--- config.mk ---
export PLATFORM = sky130hd
export DESIGN_NAME = serial_subtractor_flat
export DESIGN_NICKNAME = d
export VERILOG_FILES = /design/src/rtl/serial_subtractor_pkg.sv /design/src/rtl/serial_subtractor_if.sv /design/src/rtl/serial_subtractor_cell.sv /design/src/rtl/serial_subtractor.sv /design/src/flat_wrapper.sv
export SDC_FILE = /design/constraint.sdc
export NUM_CORES = 1
export LEC_CHECK = 0
export CAP_MARGIN = 20
export CORE_AREA = 5 5 49 51
export CTS_BUF_LIST = sky130_fd_sc_hd__clkbuf_16
export DETAILED_ROUTE_END_ITERATION = 6
export DIE_AREA = 0 0 54 56
export GPL_TIMING_DRIVEN = 1
export PLACE_DENSITY_LB_ADDON = 0.3
export SETUP_SLACK_MARGIN = 0.2
export SLEW_MARGIN = 20
export SYNTH_ARGS = -nofsm -noshare
export SYNTH_HDL_FRONTEND = slang
export SYNTH_HIERARCHICAL = 1
export SYNTH_SLANG_ARGS = --single-unit
--- constraint.sdc ---
create_clock -name clk -period 1.4 [get_ports clk]
set_input_delay 0.21 -clock clk [delete_from_list [all_inputs] [get_ports clk]]
set_output_delay 0.21 -clock clk [all_outputs]
set_load 0.05 [all_outputs]
--- src/rtl/serial_subtractor_pkg.sv ---
// Shared types and helpers for the bit-serial subtractor.
// Optional feature macro used by this slice: SERIAL_SUB_OVF_EN (signed overflow output).
package serial_sub_pkg;

    localparam logic [1:0] ST_IDLE  = 2'd0;
    localparam logic [1:0] ST_SHIFT = 2'd1;
    localparam logic [1:0] ST_DONE  = 2'd2;

    typedef enum logic [1:0] {
        IDLE  = ST_IDLE,
        SHIFT = ST_SHIFT,
        DONE  = ST_DONE
    } sub_state_t;

    // Bit counter width; never narrower than one bit.
    function automatic int cnt_width(input int width);
        return (width > 2) ? $clog2(width) : 1;
    endfunction

endpackage

--- src/rtl/serial_subtractor_if.sv ---
// Request/result bundle for serial_subtractor.
// Carries the ov signal only when SERIAL_SUB_OVF_EN is defined.
interface serial_subtractor_if #(
    parameter int WIDTH = 4
);

    logic             start;
    logic [WIDTH-1:0] a;
    logic [WIDTH-1:0] b;
    logic             bi;
    logic [WIDTH-1:0] d;
    logic             bo;
    logic             busy;
    logic             done;
`ifdef SERIAL_SUB_OVF_EN
    logic             ov;

    modport master (
        output start, a, b, bi,
        input  d, bo, busy, done, ov
    );

    modport slave (
        input  start, a, b, bi,
        output d, bo, busy, done, ov
    );
`else
    modport master (
        output start, a, b, bi,
        input  d, bo, busy, done
    );

    modport slave (
        input  start, a, b, bi,
        output d, bo, busy, done
    );
`endif

endinterface

--- src/rtl/serial_subtractor_cell.sv ---
// Combinational 1-bit full subtractor: {bout, d} = a - b - bin.
module full_subtractor_cell (
    input  logic a,
    input  logic b,
    input  logic bin,
    output logic d,
    output logic bout
);

    assign d    = a ^ b ^ bin;
    assign bout = (~a & b) | (~(a ^ b) & bin);

endmodule

--- src/rtl/serial_subtractor.sv ---
// Bit-serial subtractor {bo, d} = a - b - bi, LSB first, one bit per clock.
// Optional signed-overflow output ov is enabled by defining SERIAL_SUB_OVF_EN.
module serial_subtractor
    import serial_sub_pkg::*;
#(
    parameter int WIDTH = 4
) (
    input  logic               clk,
    input  logic               rst,
    serial_subtractor_if.slave bus
);

    localparam int CNT_W = cnt_width(WIDTH);

    if (WIDTH < 2) begin : g_width_check
        $error("serial_subtractor: WIDTH must be at least 2");
    end

    sub_state_t       state;
    logic [WIDTH-1:0] a_sh;
    logic [WIDTH-1:0] b_sh;
    logic [WIDTH-2:0] res;
    logic [WIDTH-1:0] res_next;
    logic             brw;
    logic [CNT_W-1:0] cnt;
    logic             cell_d;
    logic             cell_bout;
`ifdef SERIAL_SUB_OVF_EN
    logic             a_msb;
    logic             b_msb;
`endif

    full_subtractor_cell u_cell (
        .a    (a_sh[0]),
        .b    (b_sh[0]),
        .bin  (brw),
        .d    (cell_d),
        .bout (cell_bout)
    );

    // res keeps only the upper WIDTH-1 collected bits; the full word is res_next on the last bit.
    assign res_next = {cell_d, res};

    assign bus.busy = (state == SHIFT);
    assign bus.done = (state == DONE);

    always_ff @(posedge clk) begin
        if (rst) begin
            state  <= IDLE;
            a_sh   <= '0;
            b_sh   <= '0;
            res    <= '0;
            brw    <= 1'b0;
            cnt    <= '0;
            bus.d  <= '0;
            bus.bo <= 1'b0;
`ifdef SERIAL_SUB_OVF_EN
            a_msb  <= 1'b0;
            b_msb  <= 1'b0;
            bus.ov <= 1'b0;
`endif
        end else begin
            case (state)
                IDLE: begin
                    if (bus.start) begin
                        a_sh  <= bus.a;
                        b_sh  <= bus.b;
                        brw   <= bus.bi;
                        res   <= '0;
                        cnt   <= '0;
`ifdef SERIAL_SUB_OVF_EN
                        a_msb <= bus.a[WIDTH-1];
                        b_msb <= bus.b[WIDTH-1];
`endif
                        state <= SHIFT;
                    end
                end
                SHIFT: begin
                    a_sh <= a_sh >> 1;
                    b_sh <= b_sh >> 1;
                    brw  <= cell_bout;
                    res  <= res_next[WIDTH-1:1];
                    cnt  <= cnt + 1'b1;
                    if (cnt == CNT_W'(WIDTH - 1)) begin
                        bus.d  <= res_next;
                        bus.bo <= cell_bout;
`ifdef SERIAL_SUB_OVF_EN
                        bus.ov <= (a_msb ^ b_msb) & (cell_d ^ a_msb);
`endif
                        state  <= DONE;
                    end
                end
                DONE: begin
                    state <= IDLE;
                end
                default: begin
                    state <= IDLE;
                end
            endcase
        end
    end

endmodule

--- src/flat_wrapper.sv ---
// flat-port wrapper written by rule: the top's interface ports become plain ports
module serial_subtractor_flat import serial_sub_pkg::*;
#(
    parameter int WIDTH = 4
)
  (clk, rst, bus_start, bus_a, bus_b, bus_bi, bus_d, bus_bo, bus_busy, bus_done);
  serial_subtractor_if #(.WIDTH(WIDTH)) bus_i ();
  input  logic clk;
  input  logic rst;
  input wire logic [$bits(bus_i.start)-1:0] bus_start;
  input wire logic [$bits(bus_i.a)-1:0] bus_a;
  input wire logic [$bits(bus_i.b)-1:0] bus_b;
  input wire logic [$bits(bus_i.bi)-1:0] bus_bi;
  output wire logic [$bits(bus_i.d)-1:0] bus_d;
  output wire logic [$bits(bus_i.bo)-1:0] bus_bo;
  output wire logic [$bits(bus_i.busy)-1:0] bus_busy;
  output wire logic [$bits(bus_i.done)-1:0] bus_done;
  assign bus_i.start = bus_start;
  assign bus_i.a = bus_a;
  assign bus_i.b = bus_b;
  assign bus_i.bi = bus_bi;
  assign bus_d = bus_i.d;
  assign bus_bo = bus_i.bo;
  assign bus_busy = bus_i.busy;
  assign bus_done = bus_i.done;
  serial_subtractor #(.WIDTH(WIDTH)) u_core (.clk(clk), .rst(rst), .bus(bus_i));
endmodule
# == After elaboration in Yosys (flattened, before gate mapping) ==
# Index checks and enable logic that the tools add are counted.
# op_classes
add_sub_neg,1
eq_ne,5
muxes,13
bitwise,7
reduce_logical,5
# ops
op,count
one-hot mux 4 bit (2 select lines),2
2-to-1 mux 4 bit,2
one-hot mux 2 bit (2 select lines),2
2-to-1 mux 2 bit,3
one-hot mux 3 bit (2 select lines),1
AND reduction 2 bit,3
equality test 2 bit (second input constant),2
2-to-1 mux 3 bit,1
adder 2 x 1 -> 2 bit (second input constant),1
AND 1 bit,2
equality test 2 x 1 -> 1 bit (second input constant),1
logical NOT 2 bit,1
inequality test 2 x 1 -> 1 bit (second input constant),1
inequality test 2 bit (second input constant),1
inverter 1 bit,2
one-hot mux 1 bit (2 select lines),1
nonzero test 2 bit,1
XOR 1 bit,2
2-to-1 mux 1 bit,1
OR 1 bit,1
# word_totals
register_bits,21
in_bits,12
wordCells,39

# == Longest topological paths before layout ==
# depth
depth_word,5
ltp_mapped,5
ltp_nobuf,5

# == Hierarchy ==
# The synthesis kept the hierarchy.
# by_module_without_submodules
mod,n_inst,cells_per_inst,area_per_inst_um2,seq_area_each_um2
serial_subtractor,1,87,852.1,420.4
full_subtractor_cell,1,4,31.3,0.0

# == Worst setup path before layout ==
# No wires, ideal clock.
# synth_path
path_kind,register to output
from,reg u_core.state[0]
to,out bus_done
t_arrival_ns,1.186
t_required_ns,1.190
slack_ns,0.004
path_stages_with_launch,3
n_path_buf,1
cell_sequence,dfxtp_1 > buf_6 > nor2b_1
# synth_via
elab_chain_cells,1
# synth_rtl
item,line,rtl
"start, declared",serial_subtractor.sv:19,sub_state_t state;
"start signal, assigned",serial_subtractor.sv:49,state <= IDLE;
"start signal, assigned",serial_subtractor.sv:75,state <= SHIFT;
"start signal, assigned",serial_subtractor.sv:90,state <= DONE;
equality test 2 bit,serial_subtractor.sv:45,assign bus.done = (state == DONE);
"end, declared",flat_wrapper.sv:17,output wire logic [$bits(bus_i.done)-1:0] bus_done;
# Every way passes these cells.

# == Worst setup path after layout ==
# layout_path
from,reg u_core.state[1]
to,out bus_busy
# layout_via
elab_chain_cells,1
# layout_rtl
item,line,rtl
equality test 2 x 1 -> 1 bit,serial_subtractor.sv:44,assign bus.busy = (state == SHIFT);
"end, declared",flat_wrapper.sv:16,output wire logic [$bits(bus_i.busy)-1:0] bus_busy;
# Every way passes these cells.

==> impl_summary.txt <==
----------------------------------------------------
[Critical path]
  Startpoint types ... flip-flop
  Arrival time worst endpoint ... 1.02 ns
  Kind of cell adding the most delay to the critical path ... flip-flops
  Kind of critical path ... flip-flop to output pin
  Chain of cells forming the critical path ... and2b_4 -> buf_12
  Critical path data required time ... roughly 1.2 ns
  Max stage delay cell, worst path ... dfxtp_4
  Type of destination of the critical path ... output pin
  Buf+Inv Stages, Crit Path ... 1
  Max Fanout on Critical Path ... 7
  Worst path max stage delay ... ~0.36 ns

[Cells and area]
  Final Util ... 0.7007
  Antenna diode instance count ... 0
  Fraction of layout instances using a drive strength above 1 ... 0.2966
  Total number of nets in the final design ... 133
  Layout Area Growth over Synthesis ... 50.85%
  Number of standard cells in the layout, taps in and fillers out ... ~150
  Design area ... 1333 µm²

[Synthesis]
  Yosys warns ... 6
  Post-synthesis sequential element count ... 21
  Number of nets produced by synthesis ... 105
  Synth unique cells ... 22
  Synth Area per Inst ... approximately 9.7 µm²
  Number of standard cells after synthesis ... between 90 and 100
  Post-synth design cell area ... a little under 900 µm²
  Part of the Yosys area used for sequential elements ... 0.4759

[STA]
  Actual slew at the worst max-slew pin ... 0.2745 ns
  Setup violations, final ... 0
  Number of pins exceeding their max-slew limit in the final report ... 0
  Fin. Hold Viols ... 0
  Ratio of final minimum period to clock period ... 0.8789
  Fin Clk Skew ... 0.001328 ns
  Unrepaired setup endpoints after global routing ... yes
  Post-layout minimum cycle time ... 1.230 ns
  Final WS setup ... between 0.15 and 0.2 ns
  Worst rel slew slack ... 0.8164
  Sum Neg Setup Slack ... 0 ns
  Maximum clock frequency ... between 0.8 and 0.9 GHz
  Worst hold slack after final layout ... about 0.36 ns

[GRT]
  Initial antenna violation count ... 0
  Congestion Overflow GR ... 0
  Pin count of the biggest net entering global routing ... 22
  Number of global-route vias before repair ... 705
  Global routing met3 resource utilization ... 0.03485
  Global-route wire length before repair ... approximately 3000 µm
  Layer carrying the most global-route usage ... met2
  Met1 capacity usage during global routing ... 0.1574
  Global-route track usage on met2 ... 0.2128
  GRT Overall Usage ... 0.1354

[Floorplanning]
  Core box area ... 1902 µm²
  Vertical extent of the die ... 56 µm
  Number of standard-cell rows in the floorplan ... 16
  Initial Utilization ... 0.4645
  Area enclosed by the die boundary ... 3024 µm²
  Horizontal extent of the die ... 54 µm
  I/O pin total ... 19

[Clock network]
  Number of clock sinks ... 21
  Max Buffers Root-to-Sink ... 2
  Clock Latency Late Sink ... around 0.25 ns
  CTS clk-pin slew, worst paths ... roughly 0.060 ns
  CTS tree ... done
  Maximum level of the CTS H-tree ... 1
  Total CTS buffers ... 3
  Clock Tree Root ... clkbuf_16

[Route]
  Drt total wl ... about 1900 µm
  Residual DRC ... 0
  Via-to-Cell Ratio ... around 5.2
  Via count of the routed design ... 761
  Antenna violation net count after detailed routing ... 0
  Number of DRC markers in iteration 0 ... 12
  Post-DR wirelength/cell ... 13.43 µm
  First-pass iteration count of the detailed router ... 4

[Flow run]
  Max Cap Violations ... 0

[Placement]
  Estimated wirelength of the detail-placed design ... between 1000 and 1500 µm
  Placed insts ... 135
  Pre-CTS setup slack ... 0.03352 ns
  RD Place Congestion ... 0.7042
  Number of port buffers ... 18
  Instance area at placement ... ~1200 µm²

[Power]
  Worst IR drop on VDD ... ~0.00088 V
  Total power density per cell area ... around 1100 nW/µm²
  Total power after layout ... roughly 1.5 mW
  P_leak ... approximately 0.52 nW

[Worst hold path]
  Type of the worst min-delay path ... input pin to flip-flop

[Run status]
  Outcome ... finished, final reports clean

----------------------------------------------------
## synth_stat cells (all sizes together)
cell / instances / area (µm²)
o21bai: 1 / 7.510
fa: 1 / 20.02
a22oi: 6 / 45.04
a21oi: 5 / 25.02
nand2: 5 / 18.77
o21ba: 1 / 16.27
mux2i: 8 / 80.08
a211oi: 8 / 70.06
ha: 1 / 12.51
nand3: 5 / 25.02
dfxtp: 21 / 420.4
and2b: 1 / 7.510
inv: 4 / 15.01
nor3: 1 / 5.000
clkbuf: 2 / 7.510
nand3b: 1 / 7.510
nor3b: 1 / 7.510
nor2b: 1 / 6.260
buf: 3 / 30.03
nor2: 15 / 56.30
## worst register-to-register path, cell delays in order, from the launching register on
cell	delay, ns
dfxtp_2	0.33
inv_2	0.04
fa_2	0.55
nand3_1	0.07
a21oi_1	0.15
## cell type report
class | count | area [µm²]
sequential | 21 | 429.2
inverter | 4 | 15.01
multi-input combinational | 62 | 437.9
fill | 146 | 569.3
clock buffer | 3 | 75.07
tap | 27 | 33.78
clock inverter | 1 | 5.005
timing repair buffer | 27 | 336.6
## worst paths after layout
check	to	startpoint	slack [ns]	depth (start not counted)
max	bus_busy	u_core/state[1]	0.17	2
min	u_core/state[0]	bus_start	0.36	3
max reg2reg	u_core/bus.d[3]	u_core/brw	0.20	4
min reg2reg	u_core/state[0]	u_core/state[1]	0.47	1
## what timing repair did
item	CTS	global route
buffers inserted	4	1
endpoints found under the setup margin	5	7
gates cloned	0	1
hold buffers	0	0
pin swaps	4	3
resized for setup	10	5
## cell usage in the layout, fill, tap and decap left out, types with 2 or more instances in the layout
master	synthesis	routed
nand2_1	5	5
mux2i_1	8	8
nor2_1	15	15
buf_4	1	7
inv_2	0	2
a22oi_1	6	5
clkbuf_16	0	3
nand3_1	5	5
clkdlybuf4s50_1	0	10
a211oi_2	2	2
a211oi_1	6	6
inv_1	4	2
a21oi_1	5	5
buf_12	0	8
dfxtp_2	0	4
dfxtp_1	21	16
## routing by layer
metal | share of wire | wire, µm | up-vias
li1 | - | - | 374
met4 | 0.015 | 30 | 0
met3 | 0.046 | 90 | 4
met5 | 0 | 0 | -
met2 | 0.52 | 1014 | 19
met1 | 0.42 | 812 | 364
## power breakdown
group / total (mW) / internal (mW) / switching [mW]
sequential: 0.649 / 0.629 / 0.0204
combinational: 0.223 / 0.121 / 0.102
clock: 0.601 / 0.383 / 0.218
## state kept, by name, summed over array words and instances, names as in the netlist
name and count:
u_core/brw 1, u_core/res 3, u_core/b_sh 4, u_core/bus.bo 1, u_core/state 2, u_core/a_sh 4, u_core/cnt 2, u_core/bus.d 4
## logic make-up (layout without fill, tap and decap cells)
family,Yosys count,in the layout,synth area share
flip-flops,21,21,0.4759
multiplexers,8,8,0.09066
AND/OR/NAND/NOR,30,30,0.1516
adder cells (fa/ha/maj),2,2,0.03683
AO/OA/AOI/OAI,21,22,0.1855
buffers and inverters,9,35,0.05949
Note: power is estimated with default switching activity, not from simulation.
